`src/rtl/inst_sequencer_pkg.sv`:
```
// Shared types and constants for the instruction sequencer.
// Holds the state enum, inst bit positions and width constants.
package inst_sequencer_pkg;

   localparam int inst_width = 17;
   localparam int addr_w     = 4;
   localparam int cnt_w      = 16;

   localparam int bit_ofifo_rd = 16;
   localparam int bit_qkmem_lo = 12;
   localparam int bit_pmem_lo  = 8;
   localparam int bit_execute  = 7;
   localparam int bit_load     = 6;
   localparam int bit_qmem_rd  = 5;
   localparam int bit_qmem_wr  = 4;
   localparam int bit_kmem_rd  = 3;
   localparam int bit_kmem_wr  = 2;
   localparam int bit_pmem_rd  = 1;
   localparam int bit_pmem_wr  = 0;

   typedef enum logic [2:0] {
      st_idle,
      st_load,
      st_gap1,
      st_exec,
      st_gap2,
      st_drain,
      st_done
   } state_t;

endpackage

```
`src/rtl/phase_counter.sv`:
```
// Loadable down-counter with a terminal (zero) flag for phase lengths.
// Ports: clk, reset (sync, high), load/load_val, dec -> count, zero.
module phase_counter
   import inst_sequencer_pkg::*;
#(
   parameter int w = cnt_w
)(
   input  logic         clk,
   input  logic         reset,
   input  logic         load,
   input  logic [w-1:0] load_val,
   input  logic         dec,
   output logic [w-1:0] count,
   output logic         zero
);

   assign zero = (count == '0);

   always_ff @(posedge clk) begin
      if (reset) begin
         count <= '0;
      end else if (load) begin
         count <= load_val;
      end else if (dec && !zero) begin
         count <= count - w'(1);
      end
   end

endmodule

```
`src/rtl/inst_sequencer.sv`:
```
// Load / gap / execute / gap / drain instruction sequencer for fullchip.
// Ports: clk, reset, start, num_q, ofifo_valid, host_inst -> inst, busy, done.
module inst_sequencer
   import inst_sequencer_pkg::*;
#(
   parameter int col        = 8,
   parameter int gap_cycles = 10,
   parameter int inst_w     = inst_width
)(
   input  logic              clk,
   input  logic              reset,
   input  logic              start,
   input  logic [3:0]        num_q,
   input  logic              ofifo_valid,
   input  logic [inst_w-1:0] host_inst,
   output logic [inst_w-1:0] inst,
   output logic              busy,
   output logic              done
);

   localparam int gap_ld = (gap_cycles > 0) ? gap_cycles - 1 : 0;

   state_t              state_q;
   state_t              state_d;
   logic [inst_w-1:0]   inst_d;
   logic                busy_d;
   logic                done_d;
   logic [addr_w-1:0]   addr_q;
   logic [addr_w-1:0]   addr_d;
   logic [3:0]          nm1_q;
   logic [3:0]          nm1_d;

   logic                cnt_load;
   logic                cnt_dec;
   logic [cnt_w-1:0]    cnt_val;
   logic [cnt_w-1:0]    cnt_q;
   logic                cnt_zero;

   phase_counter #(
      .w (cnt_w)
   ) u_phase_counter (
      .clk      (clk),
      .reset    (reset),
      .load     (cnt_load),
      .load_val (cnt_val),
      .dec      (cnt_dec),
      .count    (cnt_q),
      .zero     (cnt_zero)
   );

   // The state register names the phase whose word is on inst now;
   // the last cycle of each phase produces the first word of the next.
   always_comb begin
      state_d  = state_q;
      inst_d   = '0;
      addr_d   = addr_q;
      nm1_d    = nm1_q;
      cnt_load = 1'b0;
      cnt_dec  = 1'b0;
      cnt_val  = '0;

      unique case (state_q)
         st_idle: begin
            if (start) begin
               state_d          = st_load;
               nm1_d            = num_q;
               addr_d           = '0;
               cnt_load         = 1'b1;
               cnt_val          = cnt_w'(col + 1);
               inst_d[bit_load] = 1'b1;
            end else begin
               inst_d = host_inst;
            end
         end

         st_load: begin
            if (cnt_zero) begin
               state_d  = st_gap1;
               addr_d   = '0;
               cnt_load = 1'b1;
               cnt_val  = cnt_w'(gap_ld);
            end else begin
               cnt_dec          = 1'b1;
               inst_d[bit_load] = 1'b1;
               // count==1 leaves the trailing load-only word
               if (cnt_q != cnt_w'(1)) begin
                  inst_d[bit_kmem_rd] = 1'b1;
                  inst_d[bit_qkmem_lo +: addr_w] = addr_q;
                  addr_d = addr_q + addr_w'(1);
               end
            end
         end

         st_gap1: begin
            if (cnt_zero) begin
               state_d  = st_exec;
               cnt_load = 1'b1;
               cnt_val  = cnt_w'(nm1_q);
               inst_d[bit_execute] = 1'b1;
               inst_d[bit_qmem_rd] = 1'b1;
               inst_d[bit_qkmem_lo +: addr_w] = addr_q;
               addr_d = addr_q + addr_w'(1);
            end else begin
               cnt_dec = 1'b1;
            end
         end

         st_exec: begin
            if (cnt_zero) begin
               state_d  = st_gap2;
               addr_d   = '0;
               cnt_load = 1'b1;
               cnt_val  = cnt_w'(gap_ld);
            end else begin
               cnt_dec = 1'b1;
               inst_d[bit_execute] = 1'b1;
               inst_d[bit_qmem_rd] = 1'b1;
               inst_d[bit_qkmem_lo +: addr_w] = addr_q;
               addr_d = addr_q + addr_w'(1);
            end
         end

         st_gap2: begin
            if (cnt_zero) begin
               // counter holds the number of writes still owed
               state_d  = st_drain;
               cnt_load = 1'b1;
               if (ofifo_valid) begin
                  cnt_val = cnt_w'(nm1_q);
                  inst_d[bit_ofifo_rd] = 1'b1;
                  inst_d[bit_pmem_wr]  = 1'b1;
                  inst_d[bit_pmem_lo +: addr_w] = addr_q;
                  addr_d = addr_q + addr_w'(1);
               end else begin
                  cnt_val = cnt_w'(nm1_q) + cnt_w'(1);
               end
            end else begin
               cnt_dec = 1'b1;
            end
         end

         st_drain: begin
            if (cnt_zero) begin
               state_d = st_done;
            end else if (ofifo_valid) begin
               cnt_dec = 1'b1;
               inst_d[bit_ofifo_rd] = 1'b1;
               inst_d[bit_pmem_wr]  = 1'b1;
               inst_d[bit_pmem_lo +: addr_w] = addr_q;
               addr_d = addr_q + addr_w'(1);
            end
         end

         st_done: begin
            state_d = st_idle;
            addr_d  = '0;
         end

         default: begin
            state_d = st_idle;
         end
      endcase
   end

   assign busy_d = (state_d != st_idle) && (state_d != st_done);
   assign done_d = (state_d == st_done);

   always_ff @(posedge clk) begin
      if (reset) begin
         state_q <= st_idle;
         inst    <= '0;
         busy    <= 1'b0;
         done    <= 1'b0;
         addr_q  <= '0;
         nm1_q   <= '0;
      end else begin
         state_q <= state_d;
         inst    <= inst_d;
         busy    <= busy_d;
         done    <= done_d;
         addr_q  <= addr_d;
         nm1_q   <= nm1_d;
      end
   end

endmodule

```
`config.mk`:
```
export PLATFORM = sky130hd
export DESIGN_NAME = inst_sequencer
export DESIGN_NICKNAME = d
export VERILOG_FILES = /design/src/rtl/inst_sequencer_pkg.sv /design/src/rtl/phase_counter.sv /design/src/rtl/inst_sequencer.sv
export SDC_FILE = /design/constraint.sdc
export NUM_CORES = 1
export LEC_CHECK = 0
export ABC_AREA = 1
export BUFFER_PORTS_ARGS = -buffer_cell sky130_fd_sc_hd__buf_2
export CAP_MARGIN = 20
export CORE_MARGIN = 5
export CORE_UTILIZATION = 40
export CTS_CLUSTER_DIAMETER = 150
export DETAILED_ROUTE_END_ITERATION = 10
export PLACE_DENSITY_LB_ADDON = 0.15
export SLEW_MARGIN = 20
export SYNTH_ARGS = -nofsm -noshare
export SYNTH_HDL_FRONTEND = slang
export SYNTH_SLANG_ARGS = --single-unit
```
`constraint.sdc`:
```
create_clock -name clk -period 1.8 [get_ports clk]
set_input_delay 0.36 -clock clk [delete_from_list [all_inputs] [get_ports clk]]
set_output_delay 0.36 -clock clk [all_outputs]
set_load 0.02 [all_outputs]
```
==> results of run 1 <==
==> timing repair <==
item,CTS,global route
buffers inserted,0,3
setup endpoints to repair,0,23
hold endpoints to repair,0,0
gates resized for setup,0,11
==> Yosys cell counts (all sizes together) <==
master,count
nand2,111
nor2,69
inv,50
dfxtp,46
nand3,34
a21oi,26
o21ai,20
nand4,7
buf,6
ha,4
xnor2,4
xor2,4
clkbuf,3
nand3b,3
or2,3
nor3,1
nor4,1
==> logic make-up after synthesis <==
logic type               share of synthesized area, %
AND/OR/NAND/NOR                                 40.99
buffers and inverters                           9.778
XOR/XNOR                                        2.697
flip-flops                                      35.45
AO/OA/AOI/OAI                                   9.152
adder cells (fa/ha/maj)                         1.927
==> critical path, stage by stage (launching register included) <==
cell	delay [ns]
dfxtp_1	0.35
nor2_1	0.18
nand2_2	0.14
nor2_8	0.20
nand2_8	0.10
buf_4	0.19
nor2_4	0.12
nand3_1	0.09
nand2_1	0.07
nand2_1	0.05
a21oi_1	0.12
==> cell type report <==
cell class                      count  area [sq um]
Tap cell                           77         96.34
Timing Repair Buffer               65         380.4
Clock buffer                        5         68.82
Multi-Input combinational cell    287          1481
Clock inverter                      3         25.02
Fill cell                         651          3187
Sequential cell                    46         920.9
Inverter                           50         190.2
==> metrics by stage <==
| stage | instances | hold slack [ns] |
|---|---|---|
| 2_1_floorplan | 392 | 0.4291 |
| 3_3_place_gp | 522 | 0.4739 |
| 3_5_place_dp | 522 | 0.4882 |
| 4_1_cts | 530 | 0.2498 |
| 5_1_grt | 533 | 0.2572 |
| 6_report | 533 | 0.2576 |
==> power by group <==
part	internal (W)	total, W	switching (W)
Clock	0.000281	0.000679	0.000398
Sequential	0.00127	0.00147	0.000205
Combinational	0.00137	0.00367	0.00231
==> metal layers <==
metal  part of all wire [%]  global-route usage, %  up-vias  wire, um
li1                       -                      -     1355         -
met1                     48                  20.54     1124      3009
met2                     45                  25.79       62      2785
met3                    5.6                  3.667        8       351
met4                    1.5                  4.839        0        93
met5                      0                      0        -         0
==> flip-flops by register name, summed over array words and instances, names as in the netlist <==
register and flops:
inst 17, u_phase_counter.count 16, busy 1, nm1_q 4, state_q 3, done 1, addr_q 4
==> final timing paths <==
path	from	endpoint	cells after the start
setup / recovery	u_phase_counter.count[7]	u_phase_counter.count[4]	10
hold / removal	host_inst[4]	inst[4]	3
setup reg to reg	u_phase_counter.count[7]	u_phase_counter.count[4]	10
hold reg to reg	u_phase_counter.count[7]	u_phase_counter.count[7]	1
==> results.toml, run 1 <==
[outcome]
outcome = "finished clean"

[global_routing]
first_global_vias = 2417
grt_start_max_net_pins = 17
grt_first_pass_wirelength_um = 10980
initial_antenna_violation_count = 0
grt-ovfl-total = 0
gr-usage-all-layers_pct = 15.79

[cts]
cts_buffer_depth = 2
cts_num_sinks = 46
cts_hold_repair.buffers = 0
clock_tree_from_tritoncts = "yes"
cts_buffers = 5
clk_latency_ns = 0.31
cts.htree.levels = 2
cts.root.buffer_cell = "clkbuf_8"
cts.reportedPaths.clkPinSlew_ns = 0.10

[detailed_routing]
detail-route-antenna-nets = 0
dr.pass1.iters = 4
via_per_inst = 4.782
wirelength_um = 6240
wire_per_inst_um = 11.71
post-route-drc-count = 0
dr_total_vias = 2549
drt_first_iter_violations = 128

[sta]
tcrit_tclk_final_pct = 91.81
worst-slew-pin-transition_ns = 0.5042
clock_skew_ns = 0.01171
max_freq_mhz = 605.1
final.setup.worst_slack_ns = 0.1474
final_slew_violations = 0
hold_violations = 0
final-setup-viol-count = 0
fin_tns_setup_ns = 0
slew-limit-headroom_pct = 66.35
final_period_minus_worst_setup_slack_ns = 1.653

[critical_path]
startpoint_types = "register"
critPathRequiredTime_ns = 2.04
worstSetupPathType = "register to register"
reg2reg_slack_ns = 0.15
cp_max_fo = 10
worst-endpoint-arrival_ns = 1.89
timing.critical_path.to_type = "register"

[synthesis]
yosys.area.top_type = "dfxtp_1"
ys_warn_count = 0
syn_area_sq_mm = 0.002597
syn-mean-instance-area_sq_um = 6.626
seq_total_area_yosys_pct = 35.45
synth.ff_latch_count = 46
post_synth_main_area_contributors = "dfxtp_1 35%, nand2_1 15%, nor2_1 7.9%"
netlist-cell-type-count = 29
synthDominantCellAreaShare_pct = 35.45
synthCells = 392
synth.net_count = 421

[floorplan]
start_util_pct = 40.91
core_sq_mm = 0.006350
ios = 44
fp.dieW_um = 90.59
floorplan.die_area_sq_mm = 0.008206
floorplan.die.height_um = 90.59
placement_rows = 29

[placement]
globalplace.congestion = 0.8351
port_buffers = 43
place_hpwl_um = 4773
postPlaceCellArea_sq_mm = 0.002988
pre_cts_slack_ns = 0.04872

[cells_and_area]
final_area_sq_mm = 0.003163
layout_commonest_cell = "nand2_1"
finish.utilization_pct = 49.81
areaGrowthSynthToFinish_pct = 21.77
mostFrequentLayoutCells = "103 x nand2_1, 54 x nor2_1, 46 x inv_1, 46 x dfxtp_1, 43 x buf_2"
layout.nets = 484
antenna_cells_inserted = 0
final_layout_size_suffix_gt1_share_pct = 24.12

[power_and_ir_drop]
leakagePower_nw = 1.603
pwr_cell_area_mw_per_mm2 = 1842
p_total_w = 0.005827
max-vdd-ir-drop_mv = 0.9596

[flow_run]
maxCapViolCount = 0

[worst_hold_path]
timing.hold.worst.class = "primary input to register"
Note: power is estimated with default switching activity, not from simulation.
==> run 2: changes to the inputs <==
- BUFFER_PORTS_ARGS: -buffer_cell sky130_fd_sc_hd__buf_2 -> not set
- CORE_UTILIZATION: 40 -> 60
- DONT_BUFFER_PORTS: not set -> 1
- clock period: 1.8 -> 2 ns (I/O delays scaled with it)
==> run 2 against run 1 <==
  * Worst setup slack improved by 0.036 ns
  * Clock power is 14% lower
  * Design area decreased by 13%
  * Via count down 8.2%
  * Register-to-register slack gained 0.04 ns
  * Sequential share of layout area rose by 4.5 points
  * Die area shrank 30%
  * Core utilization increased by 15 points
  * First-iteration DRC count fell by 16%
  * Power shrank 18%
  * Final cell count down 16%
  * Critical path depth rose by 1
  * Critical path type unchanged
==> results.toml, run 2 (synthesized netlist as in run 1, its figures left out) <==
[global_routing]
first_global_vias = 2060
grt_start_max_net_pins = 24
grt_first_pass_wirelength_um = 9032
gr-usage-all-layers_pct = 20.20
initial_antenna_violation_count = 0
grt-ovfl-total = 0

[critical_path]
max_incr_delay_on_cp_ns = 0.34
startpoint_types = "register"
worstSetupPathType = "register to register"
timing.critical_path.to_type = "register"
reg2reg_slack_ns = 0.18
worst-endpoint-arrival_ns = 2.06
cp_max_fo = 13
critPathMostFrequentCell = "nand2_1"
critPathRequiredTime_ns = 2.24
timing.critical_path.slowest_stage_cell = "dfxtp_1"
critical_path.cell_chain = "inv_1, ha_4, nand2_2, nor2_8, nand2_4, buf_4, o21ai_2, inv_2, nand2_1, nand2_1, a21oi_1"

[cts]
cts_buffers = 5
cts.htree.levels = 2
clk_latency_ns = 0.31
cts_hold_repair.buffers = 0
cts.root.buffer_cell = "clkbuf_8"
cts_buffer_depth = 2
clock_tree_from_tritoncts = "yes"
cts.reportedPaths.clkPinSlew_ns = 0.09
cts_num_sinks = 46

[detailed_routing]
dr_total_vias = 2339
drt_first_iter_violations = 108
detail-route-antenna-nets = 0
wirelength_um = 5427
via_per_inst = 5.221
post-route-drc-count = 0
wire_per_inst_um = 12.11
dr.pass1.iters = 5

[sta]
clock_skew_ns = 0.005363
rsz0062_at_grt = "no"
final_slew_violations = 0
worst-slew-pin-transition_ns = 0.5121
final_period_minus_worst_setup_slack_ns = 1.816
hold_violations = 0
fin_tns_setup_ns = 0
tcrit_tclk_final_pct = 90.82
max_freq_mhz = 550.5
fin_worst_hold_slack_ns = 0.1514
final-setup-viol-count = 0
slew-limit-headroom_pct = 65.59

[placement]
globalplace.congestion = 0.8790
place_hpwl_um = 4217
port_buffers = 0
postPlaceCellArea_sq_mm = 0.002621
dpl.cell_count = 438

[cells_and_area]
register_with_the_highest_flop_count = "inst"
fillCellCount = 396
largestRegisters = "inst (17), u_phase_counter.count (16)"
multiInputGateArea_sq_mm = 0.001435
layout_commonest_cell = "nand2_1"
instances_no_fill = 448
finish.utilization_pct = 64.32
largest_register_ffs = 17
final_layout_size_suffix_gt1_share_pct = 11.62
areaGrowthSynthToFinish_pct = 5.588
layout.nets = 424
final-seq-area_sq_um = 920.9
antenna_cells_inserted = 0
final_area_sq_mm = 0.002743
mostFrequentLayoutCells = "104 x nand2_1, 55 x nor2_1, 46 x inv_1, 46 x dfxtp_1, 34 x nand3_1"

[power_and_ir_drop]
leakagePower_nw = 1.326
pwr_cell_area_mw_per_mm2 = 1735
max-vdd-ir-drop_mv = 0.9990

[floorplan]
start_util_pct = 60.92
fp.dieW_um = 75.80
ios = 44
core_sq_mm = 0.004264
placement_rows = 24
floorplan.die_area_sq_mm = 0.005745
floorplan.die.height_um = 75.80

[worst_hold_path]
timing.hold.worst.class = "primary input to register"

[outcome]
outcome = "finished clean"

[flow_run]
maxCapViolCount = 0
run 2: path summary, 6_finish.rpt:
check,depth (start not counted),to,startpoint
setup / recovery,11,inst[13],u_phase_counter.count[0]
hold / removal,1,inst[15],reset
setup reg to reg,11,inst[13],u_phase_counter.count[0]
hold reg to reg,1,u_phase_counter.count[7],u_phase_counter.count[7]
run 2: what timing repair did:
action | in CTS | in global routing
hold endpoints to repair | 0 | 0
setup endpoints to repair | 0 | 15
setup buffers | 0 | 2
gates resized for setup | 0 | 2
run 2: final cells by class:
| class | instances | area share [%] |
|---|---|---|
| multi-input combinational | 287 | 52.33 |
| sequential | 46 | 33.58 |
| inverter | 50 | 6.934 |
| clock buffer | 5 | 2.509 |
| tap | 52 | 2.372 |
| timing repair buffer | 5 | 1.369 |
| clock inverter | 3 | 0.9124 |
run 2: report_power, final:
group / switching (W) / total, W / internal, W
clock: 0.000335 / 0.000587 / 0.000252
combinational: 0.00175 / 0.00271 / 0.000961
sequential: 0.000319 / 0.00146 / 0.00114
run 2: worst max-delay path, delay by kind of cell (launching register included):
kind	cells	cell delay [ns]
AOI/OAI and AO/OA	2	0.26
adders and majority gates	1	0.18
DFF	1	0.34
and+or+nand+nor	5	0.55
buffers and inverters	3	0.40
run 2: per-stage QoR:
step	power (W)	worst slack, ns
3_3_place_gp	0.004053	0.1930
2_1_floorplan	0.003740	0.3214
6_report	0.004758	0.1835
5_1_grt	0.005240	0.01154
4_1_cts	0.004701	0.06065
3_5_place_dp	0.004104	0.08168
run 2: layer usage:
layer  global-route usage (%)  up-vias  part of all wire [%]
li1                         -     1240                     -
met1                    26.65     1042                    45
met2                    32.41       50                    47
met3                    3.958        7                   5.6
met4                    7.767        0                   1.7
met5                        0        -                     0
==> run 3: changes to the inputs <==
--- a/config.mk
+++ b/config.mk
@@ -6,5 +6,4 @@
 export NUM_CORES = 1
 export LEC_CHECK = 0
-export ABC_AREA = 1
 export CAP_MARGIN = 20
 export CORE_MARGIN = 5
==> constraint.sdc (replaced) <==
create_clock -name clk -period 2 [get_ports clk]
set_input_delay 0.6 -clock clk [delete_from_list [all_inputs] [get_ports clk]]
set_output_delay 0.6 -clock clk [all_outputs]
set_load 0.02 [all_outputs]
==> run 3 against run 2 <==
  * The run now ends with setup timing left
  * Synthesized cell count fell by 30%
  * Critical path depth fell by 4
  * Synthesized area fell by 12%
  * Sequential power barely moved
==> results.toml, run 3 <==
[sta]
final.setup.worst_slack_ns = -0.09419
worst-slew-pin-transition_ns = 0.3952
clock_skew_ns = 0.008637
final_slew_violations = 0
final_period_minus_worst_setup_slack_ns = 2.094
slew-limit-headroom_pct = 73.41
tcrit_tclk_final_pct = 104.7
hold_violations = 0
rsz0062_at_grt = "yes"
final-setup-viol-count = 13
max_freq_mhz = 477.5

[cts]
clock_tree_from_tritoncts = "yes"
cts.htree.levels = 2
cts_hold_repair.buffers = 0
cts_buffers = 5
cts.reportedPaths.clkPinSlew_ns = 0.09
cts_buffer_depth = 2
cts_num_sinks = 46
clk_latency_ns = 0.30
cts.root.buffer_cell = "clkbuf_8"

[power_and_ir_drop]
max-vdd-ir-drop_mv = 1.093
p_total_w = 0.006531
leakagePower_nw = 1.174
pwr_cell_area_mw_per_mm2 = 2207

[synthesis]
post_synth_main_area_contributors = "dfxtp_1 40%, nor2_1 6.6%, a21oi_1 3.7%"
syn_area_sq_mm = 0.002286
synthDominantCellAreaShare_pct = 40.28
synthCells = 274
yosys.area.top_type = "dfxtp_1"
synth.ff_latch_count = 46
netlist-cell-type-count = 50
postSynth.topFlopCell = "dfxtp_1"
number_of_flops_mapped_to_enable_cells_by_yosys = 0
synth.net_count = 303
ys_warn_count = 0
ys_top_cells_by_count = "46 x dfxtp_1, 40 x nor2_1, 18 x nand2_1"
syn-mean-instance-area_sq_um = 8.343
yosys.cell_count.top_type = "dfxtp_1"
seq_total_area_yosys_pct = 40.28
postSynth.asyncResetShare_pct = 0

[global_routing]
gr-usage-all-layers_pct = 24.82
groute.layer.met2.usage_pct = 40.61
grt-ovfl-total = 0
grt_first_pass_wirelength_um = 10190
global_route.usage.met1_pct = 32.06
initial_antenna_violation_count = 0
first_global_vias = 2138
grt_start_max_net_pins = 20
grtUsageMet3_pct = 6.171
gr-max-usage-layer = "met2"

[floorplan]
placement_rows = 22
fp.dieW_um = 71.73
core_sq_mm = 0.003689
floorplan.die_area_sq_mm = 0.005144
floorplan.die.height_um = 71.73
start_util_pct = 61.97
ios = 44

[detailed_routing]
via_per_inst = 5.973
detail-route-antenna-nets = 0
dr_total_vias = 2204
post-route-drc-count = 0
wire_per_inst_um = 17.31
dr.pass1.iters = 4
wirelength_um = 6388
drt_first_iter_violations = 217

[cells_and_area]
final_layout_size_suffix_gt1_share_pct = 33.02
layout.nets = 349
mostFrequentLayoutCells = "50 x buf_4, 41 x dfxtp_1, 38 x nor2_1, 17 x nand2_1, 14 x a21oi_1"
largestRegisters = "inst (17), u_phase_counter.count (16)"
register_with_the_highest_flop_count = "inst"
antenna_cells_inserted = 0
largest_register_ffs = 17
layout_commonest_cell = "buf_4"
areaGrowthSynthToFinish_pct = 29.45
final_area_sq_mm = 0.002959

[placement]
globalplace.congestion = 0.9174
port_buffers = 0
place_hpwl_um = 4348
postPlaceCellArea_sq_mm = 0.002629
pre_cts_slack_ns = -0.1002

[critical_path]
critPathRequiredTime_ns = 2.24
regToRegStartpoint = "u_phase_counter.count[9]"
timing.critical_path.slowest_stage_cell = "or4_4"
max_incr_delay_on_cp_ns = 0.56
worst-endpoint-arrival_ns = 2.34
reg2reg_to = "addr_q[3]"
critical_path.cell_chain = "or4_4, nor3_4, buf_6, a221o_2, nand3_4, or3_4, a21oi_2"
reg2reg_slack_ns = -0.09
timing.critical_path.to_type = "register"
cp_max_fo = 4
startpoint_types = "register"
worstSetupPathType = "register to register"
ff2ff_path_depth = 7

[worst_hold_path]
worstHoldEndpoint = "u_phase_counter.count[4]"
worst_hold_path.num_cells = 1
hp-start = "reset"
timing.hold.worst.class = "primary input to register"

[outcome]
violations_in_the_final_reports = "setup timing"
outcome = "finished with violations"

[flow_run]
maxCapViolCount = 0
## run 3: cell count changes after synthesis, sizes merged, moves of 7 or more
| cell | change |
|---|---|
| nor2b | +7 |
| a22oi | +9 |
| nor3 | +8 |
| or3 | +7 |
| inv | -45 |
| nand3 | -25 |
| nand2 | -93 |
| a21oi | -9 |
| o21ai | -12 |
| nor4 | +7 |
| nor2 | -29 |
## run 3: worst max path at each step
stage / end / cells after the start / slack (ns) / from
6_report: addr_q[3] / 7 / -0.09 / u_phase_counter.count[9]
5_1_grt: addr_q[3] / 7 / -0.16 / u_phase_counter.count[9]
2_1_floorplan: state_q[0] / 9 / -0.02 / u_phase_counter.count[0]
3_3_place_gp: addr_q[3] / 9 / -0.05 / u_phase_counter.count[0]
4_1_cts: addr_q[3] / 9 / -0.1 / u_phase_counter.count[0]
3_5_place_dp: inst[10] / 9 / -0.10 / u_phase_counter.count[1]
## run 3: metrics by stage
step	utilization, %	std cells	hold WS (ns)	TNS (ns)
2_1_floorplan	-	274	0.4532	-0.02193
3_3_place_gp	71.27	351	0.4647	-0.04781
3_5_place_dp	71.27	351	0.4890	-0.9604
4_1_cts	77.00	366	0.3477	-0.2719
5_1_grt	80.22	369	0.3299	-2.440
6_report	80.22	369	0.3482	-0.5010
## run 3: report_power, final
group | switching, W | leakage, nW | internal (W)
clock network | 0.000336 | 0.0408 | 0.000250
registers | 0.000319 | 0.378 | 0.00117
logic | 0.00227 | 0.755 | 0.00219
## run 3: critical path: cells and delay by family, from the launching register on
| kind | cells | cell delay, ns |
|---|---|---|
| flip-flops | 1 | 0.33 |
| buffers and inverters | 1 | 0.15 |
| AND/OR/NAND/NOR | 4 | 1.26 |
| AO/OA/AOI/OAI | 2 | 0.29 |
## run 3: area by class of cell
class                      instances  area (sq um)
clock buffer                       5         68.82
clock inverter                     3         23.77
fill                             240         729.5
inverter                           5         18.77
multi-input combinational        207          1429
sequential                        46         927.1
tap                               48         60.06
timing repair buffer              55         431.7
## run 3: kinds of logic (layout without fill, tap and decap cells)
| family | count (synthesis) | in the layout | share of synthesized area [%] |
|---|---|---|---|
| buffers and inverters | 21 | 68 | 3.722 |
| XOR/XNOR | 12 | 12 | 4.598 |
| AND/OR/NAND/NOR | 129 | 129 | 30.10 |
| AO/OA/AOI/OAI | 57 | 57 | 16.91 |
| adder cells (fa/ha/maj) | 4 | 4 | 2.189 |
| flip-flops | 46 | 46 | 40.28 |
| multiplexers | 5 | 5 | 2.189 |
## run 3: repair_timing
action                                  in CTS  in global routing
pin swaps                                   10                 14
gates cloned                                 0                  0
setup buffers                                7                  3
endpoints found under the setup margin      25                 38
gates resized for setup                     18                 25
## run 3: layer usage
layer | share of wire, % | vias up
met5 | 0 | -
met4 | 1.7 | 0
met3 | 6.7 | 11
met2 | 50 | 85
met1 | 42 | 1030
li1 | - | 1078
